**config.mk**
```make
export PLATFORM = sky130hd
export DESIGN_NAME = plot_sink
export DESIGN_NICKNAME = d
export VERILOG_FILES = /design/src/rtl/plot_sink.sv
export SDC_FILE = /design/constraint.sdc
export NUM_CORES = 1
export LEC_CHECK = 0
export CAP_MARGIN = 20
export CORE_ASPECT_RATIO = 0.75
export CORE_MARGIN = 10
export CORE_UTILIZATION = 57
export CTS_CLUSTER_DIAMETER = 200
export DETAILED_ROUTE_END_ITERATION = 10
export PLACE_DENSITY = 0.86
export SYNTH_ARGS = -nofsm -noshare
export SYNTH_HDL_FRONTEND = slang
export SYNTH_SLANG_ARGS = --single-unit
```
**constraint.sdc**
```tcl
create_clock -name CLOCK_50 -period 6.3 [get_ports CLOCK_50]
set_input_delay 1.26 -clock CLOCK_50 [delete_from_list [all_inputs] [get_ports CLOCK_50]]
set_output_delay 1.26 -clock CLOCK_50 [all_outputs]
set_load 0.01 [all_outputs]
```
**src/rtl/plot_sink.sv**
```systemverilog
// plot_sink: FIFO-buffered pixel-plot receiver issuing acknowledged framebuffer writes.
// Optional range clipping is enabled by defining PLOT_SINK_CLIP_EN; revision 1.0.
`default_nettype none
`timescale 1ns/1ps

module plot_sink #(
  parameter int FIFO_AW = 3,
  parameter int XMAX    = 159,
  parameter int YMAX    = 119
) (
  input  logic        CLOCK_50,
  input  logic        Reset,
  input  logic        plot,
  input  logic [7:0]  x,
  input  logic [6:0]  y,
  input  logic [2:0]  colour,
  output logic        ready,
  output logic        wr_en,
  output logic [14:0] wr_addr,
  output logic [2:0]  wr_data,
  input  logic        wr_ack,
  output logic        busy,
  output logic [7:0]  drop_count,
  output logic [15:0] write_count
);

  localparam int              c_DEPTH = 1 << FIFO_AW;
  localparam logic [FIFO_AW:0] c_FULL = {1'b1, {FIFO_AW{1'b0}}};

  typedef enum logic [0:0] {S_IDLE = 1'b0, S_ISSUE = 1'b1} state_t;

  state_t             r_state;
  state_t             w_state_nxt;
  logic [17:0]        r_mem [c_DEPTH];
  logic [FIFO_AW:0]   r_wptr;
  logic [FIFO_AW:0]   r_rptr;
  logic               r_ready;
  logic               r_busy;
  logic               r_wr_en;
  logic [14:0]        r_wr_addr;
  logic [2:0]         r_wr_data;
  logic [7:0]         r_drop;
  logic [15:0]        r_wcnt;

  logic               w_push;
  logic               w_pop;
  logic               w_load;
  logic               w_done;
  logic               w_drop;
  logic               w_in_range;
  logic [FIFO_AW:0]   w_count;
  logic [FIFO_AW:0]   w_count_nxt;
  logic [17:0]        w_head;
  logic [7:0]         w_hx;
  logic [6:0]         w_hy;
  logic [2:0]         w_hc;
  logic [14:0]        w_addr;

  assign w_push      = plot & r_ready;
  assign w_count     = r_wptr - r_rptr;
  assign w_count_nxt = w_count + {{FIFO_AW{1'b0}}, w_push} - {{FIFO_AW{1'b0}}, w_pop};

  assign w_head = r_mem[r_rptr[FIFO_AW-1:0]];
  assign w_hx   = w_head[7:0];
  assign w_hy   = w_head[14:8];
  assign w_hc   = w_head[17:15];
  // y*160 as (y<<7)+(y<<5), all in 15 bits
  assign w_addr = ({8'd0, w_hy} << 7) + ({8'd0, w_hy} << 5) + {7'd0, w_hx};

`ifdef PLOT_SINK_CLIP_EN
  localparam logic [7:0] c_XMAX = 8'(XMAX);
  localparam logic [6:0] c_YMAX = 7'(YMAX);
  assign w_in_range = (w_hx <= c_XMAX) && (w_hy <= c_YMAX);
`else
  assign w_in_range = 1'b1;
`endif

  always_comb begin
    w_state_nxt = r_state;
    w_pop       = 1'b0;
    w_load      = 1'b0;
    w_done      = 1'b0;
    w_drop      = 1'b0;
    case (r_state)
      S_IDLE: begin
        if (w_count != '0) begin
          w_pop = 1'b1;
          if (w_in_range) begin
            w_load      = 1'b1;
            w_state_nxt = S_ISSUE;
          end else begin
            w_drop = 1'b1;
          end
        end
      end
      S_ISSUE: begin
        if (wr_ack) begin
          w_done      = 1'b1;
          w_state_nxt = S_IDLE;
        end
      end
      default: w_state_nxt = S_IDLE;
    endcase
  end

  // Storage carries no reset: pointers alone define what is valid.
  always_ff @(posedge CLOCK_50) begin
    if (w_push) begin
      r_mem[r_wptr[FIFO_AW-1:0]] <= {colour, y, x};
    end
  end

  always_ff @(posedge CLOCK_50 or posedge Reset) begin
    if (Reset) begin
      r_state <= S_IDLE;
    end else begin
      r_state <= w_state_nxt;
    end
  end

  always_ff @(posedge CLOCK_50 or posedge Reset) begin
    if (Reset) begin
      r_wptr    <= '0;
      r_rptr    <= '0;
      r_ready   <= 1'b0;
      r_busy    <= 1'b0;
      r_wr_en   <= 1'b0;
      r_wr_addr <= '0;
      r_wr_data <= '0;
      r_drop    <= '0;
      r_wcnt    <= '0;
    end else begin
      if (w_push) r_wptr <= r_wptr + 1'b1;
      if (w_pop)  r_rptr <= r_rptr + 1'b1;
      r_ready <= (w_count_nxt != c_FULL);
      r_busy  <= (w_count_nxt != '0) || (w_state_nxt == S_ISSUE);
      if (w_load) begin
        r_wr_en   <= 1'b1;
        r_wr_addr <= w_addr;
        r_wr_data <= w_hc;
      end else if (w_done) begin
        r_wr_en <= 1'b0;
      end
      if (w_done) r_wcnt <= r_wcnt + 16'd1;
      if (w_drop && (r_drop != 8'hFF)) r_drop <= r_drop + 8'd1;
    end
  end

  assign ready       = r_ready;
  assign busy        = r_busy;
  assign wr_en       = r_wr_en;
  assign wr_addr     = r_wr_addr;
  assign wr_data     = r_wr_data;
  assign drop_count  = r_drop;
  assign write_count = r_wcnt;

endmodule

`default_nettype wire

```
Word level (Yosys, flattened, before mapping)
Memory sizes are Yosys's and may differ from the RTL's.
Cells that the tools add are included.
{"block": "totals", "reg_bits": 46, "ramBits": 144, "in_bits": 22, "output_inout_bits": 45, "elab_cells": 35, "mem_count": 1}
{"name": "r_mem", "words": 8, "word_bits": 18, "rd": 1, "rd_clocked_by_memory_dff": 0, "write_ports": 1, "line_no": "34", "rtl": "logic [17:0] r_mem [c_DEPTH];"}
{"block": "classes", "add_sub_neg": 8, "eq_ne": 1, "muxes": 10, "n_bitwise": 2, "n_reduce_logical": 4}
{"cell": "adder 16 x 1 -> 16 bit (second input constant)", "n": 1}
{"cell": "adder 14 x 12 -> 15 bit", "n": 1}
{"cell": "adder 15 x 8 -> 15 bit", "n": 1}
{"cell": "2-to-1 mux 1 bit", "n": 9}
{"cell": "adder 4 x 1 -> 4 bit (second input constant)", "n": 2}
{"cell": "nonzero test 4 bit", "n": 2}
{"cell": "adder 4 x 1 -> 4 bit", "n": 1}
{"cell": "inequality test 4 bit (second input constant)", "n": 1}
{"cell": "subtractor 4 x 1 -> 4 bit", "n": 1}
{"cell": "subtractor 4 bit", "n": 1}
{"cell": "one-hot mux 1 bit (2 select lines)", "n": 1}
{"cell": "nonzero test 2 bit", "n": 1}
{"cell": "AND 1 bit", "n": 1}
{"cell": "logical OR 1 bit", "n": 1}
{"cell": "inverter 1 bit", "n": 1}

Longest topological paths before layout
{"block": "logic_depth", "ltp_word": 7, "mapped_depth": 20, "depth_no_buf": 18}

Worst setup path before layout
Ideal clock, no wire load.
{"block": "synth_path", "path_type": "register to register", "start": "reg r_rptr[2]", "end": "reg r_busy, in the netlist busy", "setup_time_ns": 0.136, "arrival_time_ns": 3.916, "required_time_ns": 6.164, "setup_slack_ns": 2.248, "stages_incl_launch_ff": 20, "path_buffers": 3, "synth_period_minus_slack_ns": 4.052, "cell_sequence": "dfrtp_1 clkinv_1 clkbuf_1 ha_1 a21oi_1 xnor2_1 ha_1 nand3b_1 nand2b_1 buf_2 clkinv_1 clkbuf_1 ha_1 inv_1 ha_1 inv_1 fa_1 xnor2_1 nor3b_1 or3b_2"}
{"block": "synth_between", "elab_chain_len": 7, "elab_cells_between_ends": 9, "cone_classes": "add/sub (3); mux (3); reduce/logical (3)"}
{"element": "start: declaration", "line_no": "36", "rtl": "logic [FIFO_AW:0] r_rptr;"}
{"element": "start signal: assignment", "line_no": "134", "rtl": "if (w_pop) r_rptr <= r_rptr + 1'b1;"}
{"element": "subtractor 4 bit", "line_no": "60", "rtl": "assign w_count = r_wptr - r_rptr;"}
{"element": "nonzero test 4 bit", "line_no": "86", "rtl": "if (w_count != '0) begin"}
{"element": "2-to-1 mux 1 bit (2 in series)"}
{"element": "named net w_load", "line_no": "47", "rtl": "logic w_load;"}
{"element": "subtractor 4 x 1 -> 4 bit", "line_no": "61", "rtl": "assign w_count_nxt = w_count + {{FIFO_AW{1'b0}}, w_push} - {{FIFO_AW{1'b0}}, w_pop};"}
{"element": "nonzero test 4 bit", "line_no": "136", "rtl": "r_busy <= (w_count_nxt != '0) || (w_state_nxt == S_ISSUE);"}
{"element": "logical OR 1 bit", "line_no": "136"}
{"element": "end signal: assignment", "line_no": "136"}
{"element": "end: declaration", "line_no": "38", "rtl": "logic r_busy;"}
The timed path passes the listed nets, and every way through them passes these cells.
A chain may end at the register's enable or synchronous reset.

Worst setup path in the final report
{"block": "layout_path", "start": "reg r_rptr[2]", "end": "reg r_busy, in the netlist busy"}
{"block": "layout_between", "elab_chain_len": 7, "elab_cells_between_ends": 9, "cone_classes": "add/sub (3); mux (3); reduce/logical (3)"}
{"element": "subtractor 4 bit *", "line_no": "60"}
{"element": "branches (longest 5 deep; another with adder 4 x 1 -> 4 bit)"}
{"element": "logical OR 1 bit *", "line_no": "136"}
Mark *: on every way between the ends.

==> impl_metrics.toml <==
[clock_tree]
clk_pin_slew_ns = 0.07
ctsHoldBuffers = 0
cts_resized = 0
cts-root-buf = "clkbuf_16"
cts_tree = "done"
insertion_delay_ns = 0.43
clockBufferDepth = 2
clkSinkCount = 190
htreeDepth = 4
cts_made_buffers = 17
post_cts_buffers = 0

[outcome]
status = "complete, no violations"

[logic_synthesis]
synth_flop_cell = "edfxtp_1"
synth_cell_types = 43
yosys_warnings = 0
netlist_area_sq_um = 7950
synth_area_leaders = "edfxtp_1, dfrtp_1, mux4_2"
synth_edf_count = 144
syn_inst = 485
synth_top_area_share_pct = 54.4
synth_seq_cells = 190
async_flop_share_pct = 24.2
yosysSeqAreaShare_pct = 68.8
synth_area_leader_cell = "edfxtp_1"
avgSynthCellArea_sq_um = 16.4

[timing]
fin_ws_ns = 1.56
post-route-period-util_pct = 75.2
final_hold_viol_count = 0
max_freq_ghz = 0.211
maxSlewViolCount = 0
slew-limit-headroom_pct = 42.2
setup_tns_ns = 0
rsz0062_at_grt = "false"
setup_viol = 0
fin_worst_skew_ns = 0.0114
worst_pin_slew_ns = 0.867
period_minus_slack_ns = 4.74

[cells_and_area]
utilization_pct = 68.3
layout_common_cells = "edfxtp_1, nand2_1, clkdlybuf4s50_1"
final_common_cell = "edfxtp_1"
diodes = 0
nNetsFinal = 609
syn_to_final_growth_pct = 17.7
stdcell_count = 747
drive_gt1_share_pct = 15.6

[placement]
io_buffers = 58
hpwl_microns = 9620
dp_slack_ns = 1.54
gp_congestion = 0.817
dp.cells = 714

[setup_path]
worst-setup-path-type = "reg2reg"
path_cells = "clkinv_1 -> ha_1 -> a21oi_1 -> xnor2_1 -> ha_1 -> nand3b_1 -> nand2b_1 -> clkinv_1 -> ha_1 -> inv_1 -> ha_1 -> inv_1 -> fa_1 -> xnor2_1 -> nor3b_1 -> or3b_2"
crit_fanout = 22
max_stage_delay_ns = 0.91
critPathRequiredTime_ns = 6.61
crit_slowest_cell = "dfrtp_1"
crit_path_end_kind = "flip-flop"
r2r_slack_ns = 1.56
arrival_ns = 5.04
startpoint_type = "flip-flop"
cp_common_cell = "ha_1"

[floorplanning]
ios = 67
start_util_pct = 58.0
dieArea_sq_um = 19100
design.core.area_sq_um = 13700
die_height_microns = 122
die_x_microns = 156
rows = 37

[drt]
vias_per_cell = 5.85
num_vias = 4373
first_pass_iters = 5
drc = 0
avgRoutedWirePerCell_microns = 21.4
ant_nets = 0
drt_iter0_markers = 335
wl_microns = 16000

[global_route]
grtUsageTotal_pct = 17.8
grt_pass1_vias = 4573
grt_max_degree = 47
antenna_found_initial = 0
grt-ovfl-total = 0
grt_pass1_wl_microns = 25500

[pwr]
power_mw = 5.08
power.density_nw_per_um2 = 543
power_frac_clock_pct = 20.7
power_frac_seq_pct = 34.8
comb_power_share_pct = 44.4
p_leak_nw = 3.46
p_switching_mw = 1.88
ir_worst_vdd_mv = 0.252
p_sw_share_pct = 37.0
p_int_mw = 3.20

[run]
max_cap_viol_count = 0

[hold_path]
hold_path_class = "reg2reg"
kinds of logic (layout without fill, tap and decap cells):
family / Yosys count / in the layout / share of synthesized area [%]
simple gates: 118 / 118 / 6.37
xor+xnor: 29 / 29 / 3.19
compound gates: 42 / 42 / 3.43
buf+inv: 38 / 118 / 2.42
mux: 39 / 39 / 10.9
other cells: 1 / 8 / 0.0472
flops: 190 / 190 / 68.8
fa+ha+maj: 28 / 28 / 4.78
power by group through the flow:
stage | Clock [mW] | Sequential, mW | Combinational [mW]
floorplan | 0 | 1.77 | 1.60
global placement | 0 | 1.77 | 2.14
detailed placement | 0 | 1.79 | 2.23
CTS | 1.07 | 1.77 | 2.28
global route | 1.13 | 1.79 | 2.53
finish | 1.05 | 1.77 | 2.26
cells in the mapped netlist (all sizes together), types with 2 or more instances:
library cell	number
nand3	8
mux2	2
nand4	4
clkbuf	6
a21o	6
mux4	36
ha	24
inv	13
a211oi	2
edfxtp	144
fa	4
o21bai	3
xor2	12
o21ai	9
a21oi	6
nand2b	2
nor2	20
o21a	2
nor3	7
dfrtp	46
nor4	3
a31oi	9
nand2	69
buf	17
xnor2	17
clkinv	2
layer usage:
metal / routed length [microns] / share of wire [%] / global-route usage [%]
met1: 6650 / 42 / 22.4
met2: 7800 / 49 / 28.8
met3: 1300 / 8.1 / 5.21
met4: 255 / 1.6 / 6.94
met5: 0 / 0 / 0
final timing paths:
path,from,endpoint,cells after the start
max,r_rptr[2]$_DFFE_PP0P_,busy$_DFF_PP0_,16
max reg2reg,r_rptr[2]$_DFFE_PP0P_,busy$_DFF_PP0_,16
max in group asynchronous,Reset,r_rptr[0]$_DFFE_PP0P_,3
min in group asynchronous,Reset,wr_addr[10]$_DFFE_PP0P_,2
min reg2reg,write_count[15]$_DFFE_PP0P_,write_count[15]$_DFFE_PP0P_,1
min,write_count[15]$_DFFE_PP0P_,write_count[15]$_DFFE_PP0P_,1
cell type report:
cell class | count | area (sq um)
fill | 882 | 4340
tap | 175 | 219
multi-input combinational | 264 | 2340
clock inverter | 13 | 146
sequential | 190 | 5480
inverter | 15 | 56.3
clock buffer | 19 | 433
timing repair buffer | 71 | 691
worst max-delay path: cells and delay by family, from the launching register on:
family / cells / cell delay, ns
adders and majority gates: 5 / 1.40
and+or+nand+nor: 4 / 1.30
DFF: 1 / 0.91
buffers and inverters: 4 / 0.54
xor gates and xnor gates: 2 / 0.27
AOI/OAI and AO/OA: 1 / 0.19
registers in the layout, summed over array words and instances (netlist names), 3 cells and up:
signal	flops
r_rptr	4
wr_addr	15
r_wptr	4
wr_data	3
r_mem	144
write_count	16
per-stage QoR:
step / instance area [sq um] / hold WS [ns]
global route: 9360 / 0.506
floorplan: 7980 / 0.460
global placement: 8760 / 0.462
CTS: 9340 / 0.477
finish: 9360 / 0.472
detailed placement: 8760 / 0.463
(Power assumes the default switching activity.)
